$ cat src/rtl/button_conditioner_pkg.sv
// Shared channel state encoding and default timing for the button conditioner.
// All timing values are in clk cycles (1 ms each at the nominal 1 kHz clock).
package button_conditioner_pkg;

   typedef enum logic [2:0] {
      ST_IDLE  = 3'd0,
      ST_DEB_P = 3'd1,
      ST_HELD  = 3'd2,
      ST_LONG  = 3'd3,
      ST_DEB_R = 3'd4
   } chan_state_t;

   localparam int DEF_DEB_MS  = 20;
   localparam int DEF_LONG_MS = 1000;
   localparam int DEF_REP_MS  = 200;

   function automatic int max3(input int a, input int b, input int c);
      int m;
      m = (a > b) ? a : b;
      return (m > c) ? m : c;
   endfunction

endpackage

$ cat src/rtl/button_conditioner_btn_channel.sv
// One button channel: 2-FF synchronizer, debounce FSM, long-press and auto-repeat timing.
//
// state    | meaning
// ---------+-----------------------------------------------------------
// ST_IDLE  | button released and debounced
// ST_DEB_P | synchronized level high, counting toward a debounced press
// ST_HELD  | pressed, counting hold time toward long-press
// ST_LONG  | long-pressed, emitting auto-repeat pulses
// ST_DEB_R | synchronized level low, counting toward a debounced release
module btn_channel
   import button_conditioner_pkg::*;
#(
   parameter int DEB_MS  = DEF_DEB_MS,
   parameter int LONG_MS = DEF_LONG_MS,
   parameter int REP_MS  = DEF_REP_MS
) (
   input  logic clk,
   input  logic rst,
   input  logic btn_raw,
   output logic btn_level,
   output logic press_pulse,
   output logic release_pulse,
   output logic long_pulse,
   output logic repeat_pulse
);

   localparam int CW = $clog2(max3(DEB_MS, LONG_MS, REP_MS) + 1);
   localparam logic [CW-1:0] DEB_TC  = CW'(DEB_MS);
   localparam logic [CW-1:0] LONG_TC = CW'(LONG_MS);
   localparam logic [CW-1:0] REP_TC  = CW'(REP_MS);
   localparam logic [CW-1:0] CNT_ONE = CW'(1);

   if (DEB_MS < 1 || REP_MS < 1 || LONG_MS <= DEB_MS) begin : g_param_check
      $error("btn_channel: need DEB_MS>=1, REP_MS>=1 and LONG_MS>DEB_MS");
   end

   function automatic logic [CW-1:0] sat_inc(input logic [CW-1:0] v, input logic [CW-1:0] tc);
      return (v >= tc) ? v : v + 1'b1;
   endfunction

   logic          sync_meta, s;
   chan_state_t   state, state_nxt;
   logic [CW-1:0] deb_cnt, deb_nxt, hold_cnt, hold_nxt, rep_cnt, rep_nxt;
   logic          long_flag, flag_nxt, level_nxt;
   logic          press_nxt, release_nxt, long_nxt, repeat_nxt;

   always_ff @(posedge clk or posedge rst) begin
      if (rst) begin
         sync_meta     <= 1'b0;
         s             <= 1'b0;
         state         <= ST_IDLE;
         deb_cnt       <= '0;
         hold_cnt      <= '0;
         rep_cnt       <= '0;
         long_flag     <= 1'b0;
         btn_level     <= 1'b0;
         press_pulse   <= 1'b0;
         release_pulse <= 1'b0;
         long_pulse    <= 1'b0;
         repeat_pulse  <= 1'b0;
      end else begin
         sync_meta     <= btn_raw;
         s             <= sync_meta;
         state         <= state_nxt;
         deb_cnt       <= deb_nxt;
         hold_cnt      <= hold_nxt;
         rep_cnt       <= rep_nxt;
         long_flag     <= flag_nxt;
         btn_level     <= level_nxt;
         press_pulse   <= press_nxt;
         release_pulse <= release_nxt;
         long_pulse    <= long_nxt;
         repeat_pulse  <= repeat_nxt;
      end
   end

   always_comb begin
      state_nxt   = state;
      deb_nxt     = deb_cnt;
      hold_nxt    = hold_cnt;
      rep_nxt     = rep_cnt;
      flag_nxt    = long_flag;
      level_nxt   = btn_level;
      press_nxt   = 1'b0;
      release_nxt = 1'b0;
      long_nxt    = 1'b0;
      repeat_nxt  = 1'b0;

      case (state)
         ST_IDLE: begin
            if (s) begin
               state_nxt = ST_DEB_P;
               deb_nxt   = CNT_ONE;
            end
         end
         ST_DEB_P: begin
            if (!s) begin
               state_nxt = ST_IDLE;
               deb_nxt   = '0;
            end else begin
               deb_nxt = sat_inc(deb_cnt, DEB_TC);
            end
         end
         ST_HELD: begin
            if (!s) begin
               state_nxt = ST_DEB_R;
               deb_nxt   = CNT_ONE;
               flag_nxt  = 1'b0;
            end else begin
               hold_nxt = sat_inc(hold_cnt, LONG_TC);
            end
         end
         ST_LONG: begin
            if (!s) begin
               state_nxt = ST_DEB_R;
               deb_nxt   = CNT_ONE;
               flag_nxt  = 1'b1;
            end else begin
               rep_nxt = sat_inc(rep_cnt, REP_TC);
            end
         end
         ST_DEB_R: begin
            // A bounce back high resumes timing as if this cycle had been held.
            if (!s) begin
               deb_nxt = sat_inc(deb_cnt, DEB_TC);
            end else if (long_flag) begin
               state_nxt = ST_LONG;
               rep_nxt   = sat_inc(rep_cnt, REP_TC);
            end else begin
               state_nxt = ST_HELD;
               hold_nxt  = sat_inc(hold_cnt, LONG_TC);
            end
         end
         default: state_nxt = ST_IDLE;
      endcase

      // Terminal-count resolution shared by every path into a counting state.
      if (state_nxt == ST_DEB_P && deb_nxt == DEB_TC) begin
         state_nxt = ST_HELD;
         press_nxt = 1'b1;
         level_nxt = 1'b1;
         hold_nxt  = '0;
      end
      if (state_nxt == ST_DEB_R && deb_nxt == DEB_TC) begin
         state_nxt   = ST_IDLE;
         release_nxt = 1'b1;
         level_nxt   = 1'b0;
      end
      if (state_nxt == ST_HELD && hold_nxt == LONG_TC) begin
         state_nxt = ST_LONG;
         long_nxt  = 1'b1;
         rep_nxt   = '0;
      end
      if (state_nxt == ST_LONG && rep_nxt == REP_TC) begin
         repeat_nxt = 1'b1;
         rep_nxt    = '0;
      end
   end

endmodule

$ cat src/rtl/button_conditioner.sv
// Debounced push-button front end: one independent btn_channel per button,
// outputs gathered into per-function buses (bit 0 = mode, bit 1 = start).
module button_conditioner
   import button_conditioner_pkg::*;
#(
   parameter int N_BTN   = 2,
   parameter int DEB_MS  = DEF_DEB_MS,
   parameter int LONG_MS = DEF_LONG_MS,
   parameter int REP_MS  = DEF_REP_MS
) (
   input  logic             clk,
   input  logic             rst,
   input  logic [N_BTN-1:0] btn_raw,
   output logic [N_BTN-1:0] btn_level,
   output logic [N_BTN-1:0] press_pulse,
   output logic [N_BTN-1:0] release_pulse,
   output logic [N_BTN-1:0] long_pulse,
   output logic [N_BTN-1:0] repeat_pulse
);

   for (genvar gi = 0; gi < N_BTN; gi++) begin : g_ch
      btn_channel #(
         .DEB_MS  (DEB_MS),
         .LONG_MS (LONG_MS),
         .REP_MS  (REP_MS)
      ) u_ch (
         .clk           (clk),
         .rst           (rst),
         .btn_raw       (btn_raw[gi]),
         .btn_level     (btn_level[gi]),
         .press_pulse   (press_pulse[gi]),
         .release_pulse (release_pulse[gi]),
         .long_pulse    (long_pulse[gi]),
         .repeat_pulse  (repeat_pulse[gi])
      );
   end

endmodule
$ cat config.mk
export PLATFORM = sky130hd
export DESIGN_NAME = button_conditioner
export DESIGN_NICKNAME = d
export VERILOG_FILES = /design/src/rtl/button_conditioner_pkg.sv /design/src/rtl/button_conditioner_btn_channel.sv /design/src/rtl/button_conditioner.sv
export SDC_FILE = /design/constraint.sdc
export NUM_CORES = 1
export LEC_CHECK = 0
export CORE_MARGIN = 2
export CORE_UTILIZATION = 40
export CTS_BUF_LIST = sky130_fd_sc_hd__clkbuf_8
export DETAILED_ROUTE_END_ITERATION = 10
export HOLD_SLACK_MARGIN = 0.12
export PLACE_DENSITY = 0.66
export SYNTH_ARGS = -nofsm -noshare
export SYNTH_HDL_FRONTEND = slang
export SYNTH_HIERARCHICAL = 1
export SYNTH_SLANG_ARGS = --single-unit
export TNS_END_PERCENT = 30
$ cat constraint.sdc
create_clock -name clk -period 2.3 [get_ports clk]
set_input_delay 0.345 -clock clk [delete_from_list [all_inputs] [get_ports clk]]
set_output_delay 0.345 -clock clk [all_outputs]
set_load 0.005 [all_outputs]
# Yosys cells after proc, flatten, opt, wreduce, memory -nomap -nowiden

Index checks and enable logic that the tools add are counted.

Magnitude comparators: 6
$add $sub $neg: 6
Reductions and logical operators: 18
Mux-type cells: 74
Eq/ne operators: 26

Operator list:

| operator                                                                | count |
|---|---|
| 10-bit 2-to-1 mux                                                       | 32 |
| 10-bit case mux with 2 select lines                                     | 4 |
| 10-bit case mux with 4 select lines                                     | 2 |
| 10-bit by 1-bit adder with 10-bit output (second input constant)        | 6 |
| 3-bit 2-to-1 mux                                                        | 14 |
| 3-bit by 2-bit == test with 1-bit output (second input constant)        | 8 |
| 3-bit case mux with 4 select lines                                      | 2 |
| 10-bit == test (second input constant)                                  | 2 |
| 10-bit by 5-bit == test with 1-bit output (second input constant)       | 2 |
| 10-bit by 8-bit == test with 1-bit output (second input constant)       | 2 |
| 10-bit >= comparator (second input constant)                            | 2 |
| 10-bit by 5-bit >= comparator with 1-bit output (second input constant) | 2 |
| 10-bit by 8-bit >= comparator with 1-bit output (second input constant) | 2 |
| 1-bit 2-to-1 mux                                                        | 18 |
| 3-bit by 1-bit == test with 1-bit output (second input constant)        | 4 |
| 3-bit == test (second input constant)                                   | 4 |
| 1-bit logical AND                                                       | 8 |
| 2-bit != test (second input constant)                                   | 4 |
| 2-bit nonzero test                                                      | 4 |
| 3-bit logical NOT                                                       | 2 |
| 3-bit AND reduction                                                     | 2 |
| 1-bit case mux with 2 select lines                                      | 2 |
| 2-bit OR reduction                                                      | 2 |

Input bits: 4
Logic and storage cells: 154
Flip-flop bits (word level): 82
Output and inout port bits: 10

# Depth between registers and ports, before layout

Gate-level depths: netlist of the first run.

Depth in word-level cells: 16
Mapped depth: 11

# By module

The synthesis of the first run kept the hierarchy.

Modules (own cells, without submodules):

| module                     | area an instance (um^2) | cells each | times used | sequential area each (um^2) |
|---|---|---|---|---|
| btn_channel (g_ch[1].u_ch) | 2,469.9                 | 269        | 1          | 1,026.0 |
| btn_channel (g_ch[0].u_ch) | 2,283.4                 | 240        | 1          | 1,026.0 |

# Worst setup path after synthesis of the first run

No wires, ideal clock.

Path kind: reg-to-reg
From: reg g_ch[0].u_ch.deb_cnt[5]
To: reg g_ch[0].u_ch.rep_cnt[3]
Period minus slack after synthesis: 2,471 ps
Setup slack: -171 ps
Cell stages (with the launch flop): 10
Buffers on the path: 1
Arrival: 2,330 ps
Library setup time: 141 ps
Required time: 2,159 ps
Cells stage by stage: dfrtp_1 or4_4 nor3_4 a221o_1 o2111ai_1 nor4b_4 a21oi_1 nor3_2 buf_6 nor4_1

Cells in the longest elaborated chain, start to end: 16

RTL lines:

| item                                                                                                               | line                                                                         | source |
|---|---|---|
| start: declaration                                                                                                 | button_conditioner_btn_channel.sv:43                                         | `logic [CW-1:0] deb_cnt, deb_nxt, hold_cnt, hold_nxt, rep_cnt, rep_nxt;` |
| start signal: assignment                                                                                           | button_conditioner_btn_channel.sv:65                                         | `deb_cnt <= deb_nxt;` |
| 10-bit by 1-bit adder with 10-bit output / 10-bit by 5-bit >= comparator with 1-bit output (equally long branches) | button_conditioner_btn_channel.sv:38                                         | `return (v >= tc) ? v : v + 1'b1;` |
| 10-bit 2-to-1 mux                                                                                                  | button_conditioner_btn_channel.sv:38                                         |  |
| 10-bit 2-to-1 mux (on tied branches)                                                                               | button_conditioner_btn_channel.sv:124, button_conditioner_btn_channel.sv:97  |  |
| 10-bit case mux with 4 select lines (*)                                                                            | button_conditioner_btn_channel.sv:89                                         | `case (state)` |
| 10-bit by 5-bit == test with 1-bit output (*)                                                                      | button_conditioner_btn_channel.sv:138, button_conditioner_btn_channel.sv:144 |  |
| 1-bit logical AND                                                                                                  | button_conditioner_btn_channel.sv:138                                        | `if (state_nxt == ST_DEB_P && deb_nxt == DEB_TC) begin` |
| 3-bit 2-to-1 mux                                                                                                   | button_conditioner_btn_channel.sv:138                                        |  |
| 3-bit == test                                                                                                      | button_conditioner_btn_channel.sv:144                                        | `if (state_nxt == ST_DEB_R && deb_nxt == DEB_TC) begin` |
| 1-bit logical AND                                                                                                  | button_conditioner_btn_channel.sv:144                                        |  |
| 3-bit 2-to-1 mux                                                                                                   | button_conditioner_btn_channel.sv:144                                        |  |
| 3-bit by 2-bit == test with 1-bit output                                                                           | button_conditioner_btn_channel.sv:149                                        | `if (state_nxt == ST_HELD && hold_nxt == LONG_TC) begin` |
| 1-bit logical AND                                                                                                  | button_conditioner_btn_channel.sv:149                                        |  |
| 10-bit 2-to-1 mux / 3-bit 2-to-1 mux (equally long branches)                                                       | button_conditioner_btn_channel.sv:149                                        |  |
| 10-bit by 8-bit == test with 1-bit output / 3-bit by 2-bit == test with 1-bit output (equally long branches)       | button_conditioner_btn_channel.sv:154                                        | `if (state_nxt == ST_LONG && rep_nxt == REP_TC) begin` |
| 1-bit logical AND                                                                                                  | button_conditioner_btn_channel.sv:154                                        |  |
| 10-bit 2-to-1 mux (*)                                                                                              | button_conditioner_btn_channel.sv:154                                        |  |
| named net g_ch[0].u_ch.rep_nxt[3]                                                                                  | button_conditioner_btn_channel.sv:43                                         |  |
| end signal: assignment                                                                                             | button_conditioner_btn_channel.sv:67                                         | `rep_cnt <= rep_nxt;` |
| end: declaration                                                                                                   | button_conditioner_btn_channel.sv:43                                         |  |

Mark *: on every way through the listed nets, which the timed path passes. The rest lies on a longest branch.
A chain may end at the register's enable or synchronous reset.

# Final worst setup path of the first run

From: reg g_ch[0].u_ch.state[0]
To: reg g_ch[0].u_ch.rep_cnt[4]

Cells in the longest elaborated chain, start to end: 15

RTL lines:

| item                                                                                                         | line                                                                         | source |
|---|---|---|
| start: declaration                                                                                           | button_conditioner_btn_channel.sv:42                                         | `chan_state_t state, state_nxt;` |
| start signal: assignment                                                                                     | button_conditioner_btn_channel.sv:64                                         | `state <= state_nxt;` |
| 3-bit by 2-bit == test with 1-bit output                                                                     | button_conditioner_btn_channel.sv:89                                         |  |
| 2-bit OR reduction (no line)                                                                                 | n/a                                                                          |  |
| 10-bit case mux with 4 select lines / 3-bit case mux with 4 select lines (equally long branches)             | button_conditioner_btn_channel.sv:89                                         |  |
| 10-bit by 5-bit == test with 1-bit output / 3-bit by 1-bit == test with 1-bit output (equally long branches) | button_conditioner_btn_channel.sv:138, button_conditioner_btn_channel.sv:144 |  |
| 1-bit logical AND                                                                                            | button_conditioner_btn_channel.sv:138                                        |  |
| 3-bit 2-to-1 mux                                                                                             | button_conditioner_btn_channel.sv:138                                        |  |
| 3-bit == test                                                                                                | button_conditioner_btn_channel.sv:144                                        |  |
| 1-bit logical AND                                                                                            | button_conditioner_btn_channel.sv:144                                        |  |
| 3-bit 2-to-1 mux                                                                                             | button_conditioner_btn_channel.sv:144                                        |  |
| 3-bit by 2-bit == test with 1-bit output                                                                     | button_conditioner_btn_channel.sv:149                                        |  |
| 1-bit logical AND                                                                                            | button_conditioner_btn_channel.sv:149                                        |  |
| 10-bit 2-to-1 mux / 3-bit 2-to-1 mux (equally long branches)                                                 | button_conditioner_btn_channel.sv:149                                        |  |
| 10-bit by 8-bit == test with 1-bit output / 3-bit by 2-bit == test with 1-bit output (equally long branches) | button_conditioner_btn_channel.sv:154                                        |  |
| 1-bit logical AND                                                                                            | button_conditioner_btn_channel.sv:154                                        |  |
| 10-bit 2-to-1 mux (*)                                                                                        | button_conditioner_btn_channel.sv:154                                        |  |
| named net g_ch[0].u_ch.rep_nxt[4]                                                                            | button_conditioner_btn_channel.sv:43                                         |  |

Marks and branches as above.

==> impl_metrics.json, run 1 <==
{
  "endpoint_kind": "flip-flop",
  "finalCoreUtilization_pct": 55.4,
  "insertion_delay_ns": 0.37,
  "cts_tree": "done",
  "vias": 4203,
  "synthToLayoutAreaGrowth_pct": 34.2,
  "design.core.area_mm2": 0.0115,
  "grt_pass1_vias": 4238,
  "h-tree-depth": 3,
  "die_x_um": 113,
  "synth.yosys.warnings": 6,
  "synth_cell_type_count": 73,
  "routed_wire_length_per_instance_um": 14.3,
  "totalNegativeSetupSlack_ns": -5.12,
  "multi_input_area_mm2": 0.00274,
  "start_kind": "flip-flop",
  "floorplan.die.height_um": 113,
  "crit_path_arrival_time_ns": 2.76,
  "first_pass_grt_wire_length_mm": 19.4,
  "min_path_type": "in2async",
  "worstSetupPathType": "reg2reg",
  "grt_overflow": 0,
  "power_density_mw_per_mm2": 426,
  "antenna_found_initial": 0,
  "post-route-period-util_pct": 109,
  "dr.first_iter.drc_count": 247,
  "nFillCells": 1010,
  "antenna-diode-count": 0,
  "numClockSinks": 82,
  "synth_seq_area_share_pct": 43.2,
  "remaining_drc_errors": 0,
  "globalRouteTotalUtil_pct": 18.7,
  "final_max_slew_viol_count": 0,
  "worst_path_max_delay_cell": "sky130_fd_sc_hd__or4b_4",
  "yosys_register_bits": 82,
  "timing.critical_path.cells": "nor2_2 > nand2_1 > o22ai_1 > nand4_1 > mux2_4 > or4b_4 > nor3_2 > buf_6 > and2b_1",
  "synth_area_mm2": 0.00475,
  "worst_ir_drop_vdd_v": 0.000354,
  "area.sequential_mm2": 0.00206,
  "ctsRootBufferMaster": "sky130_fd_sc_hd__clkbuf_8",
  "timing.max_slew.rel_slack_pct": 40.1,
  "timing.hold.ws_ns": 0.271,
  "dr.pass1.iters": 4,
  "drive_above_1_share_pct": 33.7,
  "dp.final_hpwl_mm": 7.83,
  "placed_cells_incl_taps": 750,
  "rsz0062_at_grt": "yes",
  "leakage_uw": 0.00298,
  "most_common_library_cell_in_the_layout_ignoring_fill_and_taps": "sky130_fd_sc_hd__buf_4",
  "cp_max_fo": 12,
  "synth_area_per_cell_um2": 9.34,
  "cts-buffers-inserted": 9,
  "maxClockFrequency_mhz": 401,
  "cp.required_ns": 2.57,
  "failed_checks": "negative setup slack",
  "clk_pin_slew_worst_paths_ns": 0.08,
  "number_of_synthesized_flops_with_an_enable_pin": 0,
  "nets": 652,
  "rows": 39,
  "final.setup.worst_slack_ns": -0.196,
  "post_drt_via_cell_ratio": 5.36,
  "place.port_buffers": 13,
  "clockBufferDepth": 2,
  "worst_path_largest_cell_delay_ns": 0.53,
  "timing.max_cap.violations": 0,
  "dominantRegCellSynth": "sky130_fd_sc_hd__dfrtp_1",
  "layout.cells.most_common_list": "111 x sky130_fd_sc_hd__buf_4, 76 x sky130_fd_sc_hd__dfrtp_1, 52 x sky130_fd_sc_hd__nor2_1",
  "postRouteAntennaNets": 0,
  "detail_route.wirelength_mm": 11.2,
  "routabilityCongestion": 0.885,
  "grt_max_degree": 35,
  "clock_skew_ns": 0.0124,
  "postSynthCellCount": 509,
  "worstMarginPinSlew_ns": 0.893,
  "finalWorstPathRequiredPeriod_ns": 2.50,
  "start_util_pct": 41.3,
  "finalHoldViolCount": 0,
  "syn_nets": 525,
  "design.die.area_mm2": 0.0128,
  "status": "finished with violations",
  "asyncSetResetFlopFracSynth_pct": 100,
  "pre_cts_slack_ns": -0.434,
  "setup_viol": 50,
  "instances_no_fill": 784,
  "io_pins": 14
}
## worst max-delay path, delay by kind of cell, from the launching register on
kind	cells	cell delay [ns]
AND/OR/NAND/NOR	6	1.26
AO/OA/AOI/OAI	1	0.16
multiplexers	1	0.33
flip-flops	1	0.47
buffers and inverters	1	0.16
## per-stage QoR
step | total power [µW] | cell area (µm²)
CTS | 2760 | 6200
floorplan | 1610 | 4790
detailed placement | 1690 | 5790
finish | 2720 | 6380
global route | 2860 | 6380
global placement | 1680 | 5790
## sequential cells by signal (all words and copies together), names as in the netlist
register                 count
g_ch.u_ch/long_flag          2
g_ch.u_ch/long_pulse         2
g_ch.u_ch/release_pulse      2
g_ch.u_ch/press_pulse        2
g_ch.u_ch/sync_meta          2
g_ch.u_ch/state              6
g_ch.u_ch/repeat_pulse       2
g_ch.u_ch/s                  2
g_ch.u_ch/btn_level          2
g_ch.u_ch/hold_cnt          20
g_ch.u_ch/rep_cnt           20
g_ch.u_ch/deb_cnt           20
## power by group
part / total [µW] / internal [µW] / leakage (µW) / switching [µW]
registers: 1480 / 1460 / 0.00112 / 21.8
logic: 201 / 91.2 / 0.00177 / 109
clock network: 1040 / 510 / 0.000102 / 528
total: 2720 / 2060 / 0.00298 / 659
## Yosys cell counts, types with 4 or more instances
library cell                n  area share [%]
sky130_fd_sc_hd__nor3_1    15             1.6
sky130_fd_sc_hd__xor2_1    10             1.8
sky130_fd_sc_hd__o21ai_0   17             1.8
sky130_fd_sc_hd__a31oi_1    4            0.53
sky130_fd_sc_hd__o211a_1    4            0.84
sky130_fd_sc_hd__nor3_2     4            0.84
sky130_fd_sc_hd__and3_1     9             1.2
sky130_fd_sc_hd__a211oi_1   7             1.1
sky130_fd_sc_hd__inv_1     24             1.9
sky130_fd_sc_hd__clkbuf_1   5            0.39
sky130_fd_sc_hd__xnor2_1   11             2.0
sky130_fd_sc_hd__o211ai_1   5            0.79
sky130_fd_sc_hd__a21oi_1   18             1.9
sky130_fd_sc_hd__dfrtp_1   82              43
sky130_fd_sc_hd__and2_1     8             1.1
sky130_fd_sc_hd__buf_2      8            0.84
sky130_fd_sc_hd__nor2b_1   19             2.5
sky130_fd_sc_hd__nand4_1   13             1.7
sky130_fd_sc_hd__nand2b_1   8             1.1
sky130_fd_sc_hd__a211o_1    5            0.92
sky130_fd_sc_hd__nand4b_1   4            0.74
sky130_fd_sc_hd__and3b_1    4            0.74
sky130_fd_sc_hd__o21a_1     5            0.79
sky130_fd_sc_hd__nand3_1   18             1.9
sky130_fd_sc_hd__and2b_1    4            0.63
sky130_fd_sc_hd__nor3b_1    4            0.63
sky130_fd_sc_hd__ha_1      12             3.2
sky130_fd_sc_hd__mux2i_1    9             1.9
sky130_fd_sc_hd__nand2_1   37             2.9
sky130_fd_sc_hd__nor2_1    64             5.1
## final cells by class
| cell class | instances | share of cell area (%) |
|---|---|---|
| Clock inverter | 3 | 0.334 |
| Sequential cell | 82 | 32.3 |
| Clock buffer | 13 | 2.81 |
| Multi-Input combinational cell | 384 | 42.9 |
| Tap cell | 143 | 2.81 |
| Inverter | 24 | 1.41 |
| Timing Repair Buffer | 135 | 17.5 |
## what timing repair did
action,in CTS,in global routing
pin swaps,22,11
cloned,1,0
gates resized for setup,35,37
hold buffers,0,0
buffers inserted,10,7
setup endpoints to repair,53,56
## path summary, 6_finish.rpt
path                                             startpoint                                  to  slack, ns  cells after the start
hold reg to reg            g_ch[1].u_ch/sync_meta$_DFF_PP0_            g_ch[1].u_ch/s$_DFF_PP0_       0.35                      0
setup / recovery            g_ch[0].u_ch/state[0]$_DFF_PP0_   g_ch[0].u_ch/rep_cnt[4]$_DFF_PP0_      -0.20                      9
setup reg to reg            g_ch[0].u_ch/state[0]$_DFF_PP0_   g_ch[0].u_ch/rep_cnt[4]$_DFF_PP0_      -0.20                      9
hold / removal                                          rst   g_ch[1].u_ch/rep_cnt[4]$_DFF_PP0_       0.27                      2
min in group clk           g_ch[1].u_ch/sync_meta$_DFF_PP0_            g_ch[1].u_ch/s$_DFF_PP0_       0.35                      0
max in group asynchronous                               rst  g_ch[0].u_ch/hold_cnt[5]$_DFF_PP0_       1.25                      3
## metal layers
metal	routed length [µm]	track usage, %	vias to the layer above	share of wire (%)
li1	-	-	2062	-
met1	5080	23.7	2038	45
met2	5480	31.4	82	49
met3	422	4.82	21	3.8
met4	220	5.77	0	2.0
met5	0	0	-	0
## kinds of logic (layout without fill, tap and decap cells)
family / Yosys count / after routing / share of synthesized area [%]
AO/OA/AOI/OAI: 98 / 98 / 14.4
XOR/XNOR: 21 / 21 / 3.87
adder cells (fa/ha/maj): 12 / 12 / 3.16
buffers and inverters: 43 / 175 / 4.32
flip-flops: 82 / 82 / 43.2
multiplexers: 12 / 12 / 2.61
AND/OR/NAND/NOR: 241 / 241 / 28.5
Power figures use the tool's default switching activity.
==> inputs of run 2 (changes only) <==
- CORE_UTILIZATION: 40 -> 58
- PLACE_DENSITY: 0.66 -> 0.87
==> impl_metrics.json, run 2 (synthesized netlist as in run 1, its figures left out) <==
{
  "rsz0062_at_grt": "yes",
  "start_kind": "flip-flop",
  "ctsRootBufferMaster": "sky130_fd_sc_hd__clkbuf_8",
  "h-tree-depth": 3,
  "nets": 625,
  "post-route-period-util_pct": 118,
  "maxClockFrequency_mhz": 368,
  "dr.pass1.iters": 5,
  "most_common_library_cell_in_the_layout_ignoring_fill_and_taps": "sky130_fd_sc_hd__buf_4",
  "grt_overflow": 0,
  "worst_path_largest_cell_delay_ns": 0.50,
  "cts_tree": "done",
  "clock_skew_ns": 0.0135,
  "clk_pin_slew_worst_paths_ns": 0.08,
  "power_frac_clock_pct": 35.8,
  "worst_ir_drop_vdd_v": 0.000326,
  "status": "finished with violations",
  "worstSetupPathType": "reg2reg",
  "grt_pass1_vias": 4313,
  "drive_above_1_share_pct": 28.3,
  "crit_path_arrival_time_ns": 2.97,
  "routed_wire_length_per_instance_um": 18.1,
  "io_pins": 14,
  "remaining_drc_errors": 0,
  "floorplan.die.height_um": 94.5,
  "die_x_um": 94.5,
  "failed_checks": "negative setup slack",
  "finalWorstPathRequiredPeriod_ns": 2.72,
  "place.port_buffers": 13,
  "power_frac_seq_pct": 56.9,
  "rows": 33,
  "postRouteAntennaNets": 0,
  "numClockSinks": 82,
  "synthToLayoutAreaGrowth_pct": 26.0,
  "cp_max_fo": 11,
  "r2r_setup_slack_ns": -0.42,
  "design.die.area_mm2": 0.00894,
  "timing.critical_path.cells": "nor4b_2 > a31oi_1 > a211o_1 > o211ai_1 > nor4b_4 > a21oi_1 > nor3_2 > buf_6 > and2b_1",
  "antenna-diode-count": 0,
  "endpoint_kind": "flip-flop",
  "dp.final_hpwl_mm": 8.04,
  "total_power_uw": 2600,
  "worst_path_max_delay_cell": "sky130_fd_sc_hd__dfrtp_2",
  "cp.required_ns": 2.55,
  "instances_no_fill": 719,
  "insertion_delay_ns": 0.36,
  "min_path_type": "in2async",
  "cts-buffers-inserted": 9,
  "finalHoldViolCount": 0,
  "final.setup.worst_slack_ns": -0.420,
  "setup_viol": 41,
  "grt_max_degree": 42,
  "leakage_uw": 0.00282,
  "ctsHoldBuffers": 0,
  "cell_internal_pwr_uw": 1940,
  "timing.max_slew.rel_slack_pct": 63.5,
  "design.core.area_mm2": 0.00809,
  "placed_cells_incl_taps": 697,
  "power_density_mw_per_mm2": 434,
  "worst-path-buf-inv": 1,
  "post_drt_via_cell_ratio": 6.36,
  "antenna_found_initial": 0,
  "sw_frac_of_total_pct": 25.4,
  "worstMarginPinSlew_ns": 0.548,
  "vias": 4571,
  "dr.first_iter.drc_count": 462,
  "timing.max_cap.violations": 0,
  "start_util_pct": 58.7,
  "globalRouteTotalUtil_pct": 28.0,
  "clockBufferDepth": 2,
  "detail_route.wirelength_mm": 13.0,
  "timing.critical_path.max_delay_family": "simple AND/OR/NAND/NOR gates",
  "registers_with_the_highest_flip_flop_counts": "g_ch.u_ch/deb_cnt (20), g_ch.u_ch/hold_cnt (20), g_ch.u_ch/rep_cnt (20)",
  "power_switching_uw": 661,
  "first_pass_grt_wire_length_mm": 19.8,
  "totalNegativeSetupSlack_ns": -8.83,
  "power_frac_comb_pct": 7.2,
  "layout.cells.most_common_list": "88 x sky130_fd_sc_hd__buf_4, 78 x sky130_fd_sc_hd__dfrtp_1, 55 x sky130_fd_sc_hd__nor2_1",
  "routabilityCongestion": 0.908,
  "final_max_slew_viol_count": 0
}
==> run 2: changes by cell type in the layout (fill, tap and decap cells not counted), sizes merged <==
cell,previous run,this run
buf,122,93
inv,22,28
clkinv,4,1
clkbuf,13,11
and3,9,10
==> run 2: per-layer routing <==
| layer | up-vias | global-route usage [%] | routed length [µm] |
|---|---|---|---|
| li1 | 2012 | - | - |
| met1 | 2209 | 36.1 | 5130 |
| met2 | 270 | 46.4 | 6480 |
| met3 | 80 | 5.11 | 813 |
| met4 | 0 | 12.7 | 620 |
| met5 | - | 0 | 0 |
==> run 2: power groups by stage <==
stage	Clock [µW]	Sequential (µW)	Combinational, µW
2_1_floorplan	0	1500	109
3_3_place_gp	0	1500	165
3_5_place_dp	0	1510	174
4_1_cts	933	1480	179
5_1_grt	1010	1480	207
6_report	931	1480	188
==> run 2: area by class of cell <==
class,instances,area [µm²]
Tap cell,105,131
Sequential cell,82,2060
Timing Repair Buffer,107,861
Fill cell,526,2100
Clock inverter,6,27.5
Multi-Input combinational cell,385,2690
Inverter,24,90.1
Clock buffer,10,138
==> run 2: final timing paths <==
path                                                  startpoint                                 to  depth (start not counted)
worst max-delay path             g_ch[0].u_ch/state[1]$_DFF_PP0_  g_ch[0].u_ch/rep_cnt[4]$_DFF_PP0_                          9
worst min-delay path                                         rst  g_ch[1].u_ch/long_pulse$_DFF_PP0_                          3
min in group clk                g_ch[0].u_ch/sync_meta$_DFF_PP0_           g_ch[0].u_ch/s$_DFF_PP0_                          0
max in group asynchronous                                    rst    g_ch[0].u_ch/state[2]$_DFF_PP0_                          3
worst min register to register  g_ch[0].u_ch/sync_meta$_DFF_PP0_           g_ch[0].u_ch/s$_DFF_PP0_                          0
worst max register to register   g_ch[0].u_ch/state[1]$_DFF_PP0_  g_ch[0].u_ch/rep_cnt[4]$_DFF_PP0_                          9
==> run 2: timing repair <==
| action | in CTS | in global routing |
|---|---|---|
| endpoints found under the setup margin | 50 | 55 |
| buffers inserted | 5 | 1 |
| gates cloned | 1 | 0 |
| pin swaps | 13 | 8 |
| resized for setup | 19 | 31 |
==> run 2: tightest hold or removal path, stage by stage <==
cell                              delay, ns
sky130_fd_sc_hd__clkdlybuf4s50_1       0.41
sky130_fd_sc_hd__inv_1                 0.07
sky130_fd_sc_hd__buf_4                 0.25
==> run 2: stage by stage <==
stage	setup WS [ns]	utilization, %	hold slack [ns]	cell area [µm²]
floorplan	-0.0911	-	0.331	4790
global placement	-0.234	69.4	0.335	5620
detailed placement	-0.373	69.4	0.338	5620
CTS	-0.257	72.6	0.347	5870
global route	-0.489	74.0	0.369	5990
finish	-0.420	74.0	0.344	5990
